## config.mk

```make
export PLATFORM = sky130hd
export DESIGN_NAME = nand_target_array_emu
export DESIGN_NICKNAME = d
export VERILOG_FILES = /design/src/rtl/nand_target_array_emu.sv
export SDC_FILE = /design/constraint.sdc
export NUM_CORES = 1
export LEC_CHECK = 0
export CAP_MARGIN = 20
export CORE_MARGIN = 4
export CORE_UTILIZATION = 60
export DETAILED_ROUTE_END_ITERATION = 8
export PLACE_DENSITY = 0.77
export SYNTH_ARGS = -nofsm -noshare
export SYNTH_HDL_FRONTEND = slang
export SYNTH_SLANG_ARGS = --single-unit
```

## constraint.sdc

```tcl
create_clock -name CLK -period 7.1 [get_ports CLK]
set_clock_uncertainty 0.2 [all_clocks]
set_input_delay 1.42 -clock CLK [delete_from_list [all_inputs] [get_ports CLK]]
set_output_delay 1.42 -clock CLK [all_outputs]
set_load 0.01 [all_outputs]
```

## src/rtl/nand_target_array_emu.sv

```systemverilog
// Emulates NUM_TARGETS NAND targets sharing one ONFI-style command/address/data bus.
// Each target runs its own command FSM and busy timer. Read data is deterministic
// (first column byte plus a running index) and any bus misuse raises a sticky error.
//
// Ports:
//   CLK          - single clock
//   RST_N        - synchronous active-low reset
//   cen          - active-low per-target chip enables
//   cle, ale     - command / address latch enables qualifying we_strobe
//   wpn          - active-low write protect
//   we_strobe    - one-cycle bus write of dq_in
//   dq_in        - bus write data
//   re_strobe    - one-cycle bus read request
//   dq_out       - read data, held between valid pulses
//   dq_out_valid - one-cycle pulse the cycle after an accepted re_strobe
//   rb_n         - per-target ready/busy, low while busy
//   err_protocol - sticky protocol error, cleared only by reset
`timescale 1ns/1ps
module nand_target_array_emu #(
    parameter int unsigned NUM_TARGETS = 8,
    parameter int unsigned DQ_W        = 8,
    parameter int unsigned CNT_W       = 16,
    parameter int unsigned T_RST       = 8,
    parameter int unsigned T_READ      = 16,
    parameter int unsigned T_PROG      = 64,
    parameter int unsigned T_ERASE     = 256,
    parameter int unsigned ADDR_CYCLES = 5
) (
    input  logic                   CLK,
    input  logic                   RST_N,
    input  logic [NUM_TARGETS-1:0] cen,
    input  logic                   cle,
    input  logic                   ale,
    input  logic                   wpn,
    input  logic                   we_strobe,
    input  logic [DQ_W-1:0]        dq_in,
    input  logic                   re_strobe,
    output logic [DQ_W-1:0]        dq_out,
    output logic                   dq_out_valid,
    output logic [NUM_TARGETS-1:0] rb_n,
    output logic                   err_protocol
);

    localparam int unsigned IdxW  = (NUM_TARGETS > 1) ? $clog2(NUM_TARGETS) : 1;
    localparam int unsigned SelW  = $clog2(NUM_TARGETS + 1);
    localparam int unsigned NeedW = $clog2(ADDR_CYCLES + 1);

    localparam logic [DQ_W-1:0] CmdReset   = DQ_W'(8'hFF);
    localparam logic [DQ_W-1:0] CmdStatus  = DQ_W'(8'h70);
    localparam logic [DQ_W-1:0] CmdRead    = DQ_W'(8'h00);
    localparam logic [DQ_W-1:0] CmdReadGo  = DQ_W'(8'h30);
    localparam logic [DQ_W-1:0] CmdProg    = DQ_W'(8'h80);
    localparam logic [DQ_W-1:0] CmdProgGo  = DQ_W'(8'h10);
    localparam logic [DQ_W-1:0] CmdErase   = DQ_W'(8'h60);
    localparam logic [DQ_W-1:0] CmdEraseGo = DQ_W'(8'hD0);

    typedef enum logic [2:0] {
        StIdle,
        StAddr,
        StConfirm,
        StProgData,
        StBusy,
        StDout
    } state_e;

    typedef enum logic [1:0] {
        OpRead,
        OpProg,
        OpErase
    } op_e;

    // Per-target state
    state_e           state_q     [NUM_TARGETS];
    state_e           exit_q      [NUM_TARGETS];  // state entered when the busy timer expires
    op_e              op_q        [NUM_TARGETS];
    logic [CNT_W-1:0] timer_q     [NUM_TARGETS];
    logic [NeedW-1:0] need_q      [NUM_TARGETS];
    logic [DQ_W-1:0]  col0_q      [NUM_TARGETS];
    logic             col0_pend_q [NUM_TARGETS];  // next address byte is the first one
    logic [DQ_W-1:0]  idx_q       [NUM_TARGETS];
    logic             status_q    [NUM_TARGETS];
    logic             fail_q      [NUM_TARGETS];

    logic [DQ_W-1:0]  dq_out_q;
    logic             dq_out_valid_q;
    logic             err_q;

    // Bus decode
    logic [SelW-1:0]  sel_cnt;
    logic [IdxW-1:0]  sel_idx;
    logic             one_sel;
    logic             wr_ok;
    logic             rd_ok;
    logic             strobe_err;
    logic             is_cmd;
    logic             is_addr;
    logic             is_data;
    state_e           sel_state;
    op_e              sel_op;
    logic [NeedW-1:0] sel_need;
    logic             sel_pend;
    logic [DQ_W-1:0]  status_byte;
    logic [DQ_W-1:0]  dout_byte;

    always_comb begin
        sel_cnt = '0;
        sel_idx = '0;
        for (int t = 0; t < NUM_TARGETS; t++) begin
            if (!cen[t]) begin
                sel_cnt = sel_cnt + SelW'(1);
                sel_idx = IdxW'(t);
            end
        end
    end

    always_comb begin
        one_sel    = (sel_cnt == SelW'(1));
        wr_ok      = we_strobe && !re_strobe && one_sel;
        rd_ok      = re_strobe && !we_strobe && one_sel;
        // Simultaneous strobes are an error even with nothing selected.
        strobe_err = (we_strobe && re_strobe) ||
                     ((we_strobe || re_strobe) && (sel_cnt > SelW'(1)));
        is_cmd     = cle && !ale;
        is_addr    = ale && !cle;
        is_data    = !cle && !ale;
    end

    always_comb begin
        sel_state   = state_q[sel_idx];
        sel_op      = op_q[sel_idx];
        sel_need    = need_q[sel_idx];
        sel_pend    = col0_pend_q[sel_idx];
        dout_byte   = col0_q[sel_idx] + idx_q[sel_idx];
        status_byte = '0;
        status_byte[DQ_W-1] = wpn;
        status_byte[DQ_W-2] = (state_q[sel_idx] != StBusy);
        status_byte[0]      = fail_q[sel_idx];
    end

    always_ff @(posedge CLK) begin
        if (!RST_N) begin
            for (int t = 0; t < NUM_TARGETS; t++) begin
                state_q[t]     <= StIdle;
                exit_q[t]      <= StIdle;
                op_q[t]        <= OpRead;
                timer_q[t]     <= '0;
                need_q[t]      <= '0;
                col0_q[t]      <= '0;
                col0_pend_q[t] <= 1'b0;
                idx_q[t]       <= '0;
                status_q[t]    <= 1'b0;
                fail_q[t]      <= 1'b0;
            end
            dq_out_q       <= '0;
            dq_out_valid_q <= 1'b0;
            err_q          <= 1'b0;
        end else begin
            dq_out_valid_q <= 1'b0;

            // Busy timers run independently; a bus write below may override the selected one.
            for (int t = 0; t < NUM_TARGETS; t++) begin
                if (state_q[t] == StBusy) begin
                    if (timer_q[t] <= CNT_W'(1)) begin
                        state_q[t] <= exit_q[t];
                        timer_q[t] <= '0;
                    end else begin
                        timer_q[t] <= timer_q[t] - CNT_W'(1);
                    end
                end
            end

            if (strobe_err) begin
                err_q <= 1'b1;
            end

            if (wr_ok) begin
                if (cle && ale) begin
                    err_q <= 1'b1;
                end else if (is_cmd && dq_in == CmdReset) begin
                    state_q[sel_idx]  <= StBusy;
                    timer_q[sel_idx]  <= CNT_W'(T_RST);
                    exit_q[sel_idx]   <= StIdle;
                    status_q[sel_idx] <= 1'b0;
                    fail_q[sel_idx]   <= 1'b0;
                end else if (is_cmd && dq_in == CmdStatus) begin
                    status_q[sel_idx] <= 1'b1;
                end else if (sel_state == StBusy) begin
                    // Busy targets ignore everything but reset and status.
                    err_q <= 1'b1;
                end else if (is_cmd) begin
                    if ((sel_state == StIdle || sel_state == StDout) && dq_in == CmdRead) begin
                        state_q[sel_idx]     <= StAddr;
                        op_q[sel_idx]        <= OpRead;
                        need_q[sel_idx]      <= NeedW'(ADDR_CYCLES);
                        col0_pend_q[sel_idx] <= 1'b1;
                        status_q[sel_idx]    <= 1'b0;
                    end else if ((sel_state == StIdle || sel_state == StDout) &&
                                 dq_in == CmdProg) begin
                        state_q[sel_idx]     <= StAddr;
                        op_q[sel_idx]        <= OpProg;
                        need_q[sel_idx]      <= NeedW'(ADDR_CYCLES);
                        col0_pend_q[sel_idx] <= 1'b1;
                    end else if ((sel_state == StIdle || sel_state == StDout) &&
                                 dq_in == CmdErase) begin
                        state_q[sel_idx]     <= StAddr;
                        op_q[sel_idx]        <= OpErase;
                        need_q[sel_idx]      <= NeedW'(ADDR_CYCLES - 2);
                        col0_pend_q[sel_idx] <= 1'b1;
                    end else if (sel_state == StConfirm && sel_op == OpRead &&
                                 dq_in == CmdReadGo) begin
                        state_q[sel_idx] <= StBusy;
                        timer_q[sel_idx] <= CNT_W'(T_READ);
                        exit_q[sel_idx]  <= StDout;
                        idx_q[sel_idx]   <= '0;
                    end else if ((sel_state == StProgData && dq_in == CmdProgGo) ||
                                 (sel_state == StConfirm && sel_op == OpErase &&
                                  dq_in == CmdEraseGo)) begin
                        if (wpn) begin
                            state_q[sel_idx] <= StBusy;
                            timer_q[sel_idx] <= (sel_state == StProgData) ?
                                                CNT_W'(T_PROG) : CNT_W'(T_ERASE);
                            exit_q[sel_idx]  <= StIdle;
                        end else begin
                            // Write-protected: report failure without going busy.
                            state_q[sel_idx] <= StIdle;
                            fail_q[sel_idx]  <= 1'b1;
                        end
                    end else begin
                        state_q[sel_idx] <= StIdle;
                        err_q            <= 1'b1;
                    end
                end else if (is_addr) begin
                    if (sel_state == StAddr) begin
                        need_q[sel_idx] <= sel_need - NeedW'(1);
                        if (sel_pend) begin
                            col0_q[sel_idx]      <= dq_in;
                            col0_pend_q[sel_idx] <= 1'b0;
                        end
                        if (sel_need <= NeedW'(1)) begin
                            state_q[sel_idx] <= (sel_op == OpProg) ? StProgData : StConfirm;
                        end
                    end else begin
                        state_q[sel_idx] <= StIdle;
                        err_q            <= 1'b1;
                    end
                end else if (is_data) begin
                    // Program data is accepted and discarded.
                    if (sel_state != StProgData) begin
                        state_q[sel_idx] <= StIdle;
                        err_q            <= 1'b1;
                    end
                end
            end

            if (rd_ok) begin
                dq_out_valid_q <= 1'b1;
                if (status_q[sel_idx]) begin
                    dq_out_q <= status_byte;
                end else if (sel_state == StDout) begin
                    dq_out_q       <= dout_byte;
                    idx_q[sel_idx] <= idx_q[sel_idx] + DQ_W'(1);
                end else begin
                    dq_out_q <= '0;
                    err_q    <= 1'b1;
                end
            end
        end
    end

    always_comb begin
        for (int t = 0; t < NUM_TARGETS; t++) begin
            rb_n[t] = (state_q[t] != StBusy);
        end
    end

    assign dq_out       = dq_out_q;
    assign dq_out_valid = dq_out_valid_q;
    assign err_protocol = err_q;

endmodule

```

==> impl_metrics.json <==
{
  "syn_nets": 2200,
  "ys_types": 92,
  "setup_viol": 0,
  "power.density_mw_per_mm2": 242,
  "num_rows": 66,
  "outcome": "finished clean",
  "grt_pass1_wl_um": 85100,
  "timing.final.crit_share_pct": 92.9,
  "core-area_sq_mm": 0.0325,
  "clock_sinks": 364,
  "synth_seq_cells": 364,
  "clk_path_buf_depth": 3,
  "cts_made_buffers": 39,
  "nFillCells": 2550,
  "die_w_um": 190,
  "synthArstFlopShare_pct": 0,
  "first_iter_violations": 1750,
  "diodes": 0,
  "cp_common_cell": "ha_1",
  "start_util_pct": 60.9,
  "ys.flop_type": "edfxtp_1",
  "drc": 0,
  "root_buffer": "clkbuf_16",
  "vias": 16841,
  "worst-endpoint-arrival_ns": 6.66,
  "final_max_slew_viol_count": 0,
  "cp_max_fo": 7,
  "min_from": "dq_out[2]",
  "yosys.area.top_type_share_pct": 34.8,
  "max_stage_delay_ns": 0.47,
  "cp_data_required_time_ns": 7.16,
  "finalHoldViolations": 0,
  "vias_per_cell": 6.30,
  "cp_cell_sequence": "clkdlybuf4s50_1 -> inv_1 -> ha_1 -> xor2_4 -> inv_2 -> ha_1 -> nor3_1 -> mux2i_1 -> o211ai_1 -> inv_1 -> ha_1 -> nor2b_1 -> o31ai_1 -> or3_1 -> a21oi_1 -> a21oi_1 -> a221oi_2 -> o31ai_4 -> nor3_4 -> nand3_1 -> a21boi_0 -> buf_4 -> o21ai_0 -> buf_4",
  "cp_slowest_cell": "clkdlybuf4s50_1",
  "max_freq_mhz": 152,
  "finalCriticalPeriod_ns": 6.60,
  "clk_latency_ns": 0.55,
  "drt_first_pass_iters": 7,
  "reg2reg_from": "state_q[2][2]",
  "drtAntennaViolNets": 0,
  "synth_top_area_cell": "edfxtp_1",
  "synth-edff-count": 230,
  "synthToLayoutAreaGrowth_pct": 12.4,
  "htree_levels": 2,
  "synthCells": 2142,
  "min_path_type": "flop to flop",
  "synth.cell_area_sq_mm": 0.0198,
  "p_leak_nw": 8.31,
  "irDropWorstVdd_uv": 209,
  "maxCapViolCount": 0,
  "max_slew_margin_pct": 30.0,
  "portBuffers": 40,
  "synth_area_leaders": "edfxtp_1 35%, dfxtp_1 14%, nor2_1 6.3%, nand2_1 3.6%, o21ai_0 3.5%",
  "crit_start": "cen[0]",
  "worstMarginPinSlew_ns": 1.05,
  "antenna_found_initial": 0,
  "synth-seq-area-share_pct": 48.4,
  "die_area_sq_mm": 0.0360,
  "gp_congestion": 0.955,
  "power.total_mw": 5.40,
  "grt_pass1_vias": 16191,
  "crit_type": "input pin to flop",
  "cts_tree": "done",
  "clk_pin_slew_ns": 0.07,
  "grt_max_degree": 46,
  "layout-drive-gt1-share_pct": 10.4,
  "layout.nets": 2259,
  "final_common_cell": "nor2_1",
  "syn_area_per_cell_sq_um": 9.26,
  "die_h_um": 190,
  "wl_per_cell_um": 19.7,
  "drt-total-wl_um": 52700,
  "crit_path_end_kind": "flop",
  "cts_setup_buffers": 0,
  "critPathLaunchType": "input pin",
  "yosys_warnings": 0,
  "ioPinCount": 41,
  "gr-usage-all-layers_pct": 29.0,
  "overflow": 0,
  "hpwl_um": 36900,
  "mostFrequentLayoutCells": "330 x nor2_1, 230 x edfxtp_1, 191 x nand2_1, 136 x o21ai_0, 134 x dfxtp_1",
  "timing.hold.ws_ns": 0.261
}
-- state kept, by name, summed over array words and instances, names as in the netlist --
| register | count |
|---|---|
| exit_q | 10 |
| err_protocol | 1 |
| timer_q | 128 |
| dq_out_valid | 1 |
| idx_q | 64 |
| fail_q | 8 |
| state_q | 24 |
| dq_out | 8 |
| status_q | 8 |
| need_q | 24 |
| col0_pend_q | 8 |
| col0_q | 64 |
| op_q | 16 |
-- Yosys cell counts, types with 5 or more instances --
master	instances
and2_1	83
or3_1	37
a21oi_1	134
buf_2	29
and3b_1	5
xor2_1	21
a22oi_1	19
ha_1	34
a21o_1	14
xnor2_1	34
a211oi_1	8
nand4b_1	10
o221ai_1	5
a21boi_0	8
nor3b_1	11
and3_1	9
nand2b_1	14
nand2_1	191
nand4_1	17
nor2b_1	17
nor3_1	95
or2_2	11
nor4_1	30
clkbuf_1	74
a31oi_1	13
nand3b_1	8
o31ai_1	15
a221oi_1	7
or2_1	9
nand3_1	69
dfxtp_1	134
edfxtp_1	230
mux2i_1	23
o22ai_1	19
o211ai_1	29
or4_1	14
o2111ai_1	5
mux4_2	20
nor2_1	331
nor2_2	8
o21ai_0	137
o21ai_1	23
inv_1	49
-- final timing paths --
path                            cells past startpoint       endpoint  slack [ns]
worst max-delay path                               24    idx_q[1][1]        0.50
worst min-delay path                                2      dq_out[2]        0.26
worst max register to register                      8  state_q[3][0]        3.19
worst min register to register                      2      dq_out[2]        0.26
-- critical path, delay by kind of cell --
| family | cells | cell delay [ns] |
|---|---|---|
| compound gates | 8 | 1.67 |
| simple gates | 5 | 1.11 |
| buf+inv | 6 | 1.09 |
| fa+ha+maj | 3 | 1.03 |
| xor+xnor | 1 | 0.20 |
| mux | 1 | 0.12 |
-- per-stage QoR --
| stage | area (sq um) | TNS, ns | cells | utilization [%] | setup slack (ns) |
|---|---|---|---|---|---|
| final | 22300 | 0 | 2674 | 68.5 | 0.502 |
| after global routing | 22300 | -0.0419 | 2674 | 68.5 | -0.00534 |
| after CTS | 22300 | 0 | 2674 | 68.5 | 0.338 |
| after detailed placement | 21000 | -4.39 | 2602 | 64.5 | -0.198 |
| after global placement | 21000 | 0 | 2602 | 64.5 | 0.0497 |
| after floorplan | 19800 | 0 | 2142 | - | 0.579 |
-- power breakdown --
part / internal (mW) / switching [mW]
combinational: 0.359 / 0.551
clock: 1.17 / 0.855
sequential: 2.37 / 0.0979
total: 3.90 / 1.50
-- timing repair --
action	in CTS	in global routing
gates resized for setup	0	2
endpoints found under the setup margin	0	72
hold buffers	0	0
-- layout make-up --
cell class / instances / area [sq um] / area share [%]
repair buffers: 131 / 1090 / 4.88
multi-input cells: 1613 / 9590 / 43.0
clock inverters: 13 / 91.3 / 0.410
inverters: 52 / 195 / 0.876
well taps: 442 / 553 / 2.48
clock buffers: 59 / 1190 / 5.33
flip-flops and latches: 364 / 9590 / 43.0
-- per-layer routing --
| layer | vias to the layer above | global-route usage (%) | wire (um) | share of wire, % |
|---|---|---|---|---|
| li1 | 7930 | - | - | - |
| met1 | 8049 | 39.3 | 21200 | 40 |
| met2 | 741 | 49.1 | 25600 | 49 |
| met3 | 121 | 3.65 | 4070 | 7.7 |
| met4 | 0 | 9.29 | 1800 | 3.4 |
| met5 | - | 0 | 0 | 0 |
-- kinds of logic (layout without fill, tap and decap cells) --
logic type                 count (synthesis)  after routing  synth area share (%)
AOI/OAI and AO/OA                        483            483                  14.9
buffers and inverters                    165            255                  3.46
adders and majority gates                 35             35                  2.25
and+or+nand+nor                          987            987                  24.3
muxes                                     48             48                  3.72
xor gates and xnor gates                  60             60                  3.05
DFF                                      364            364                  48.4
(Power assumes the default switching activity.)
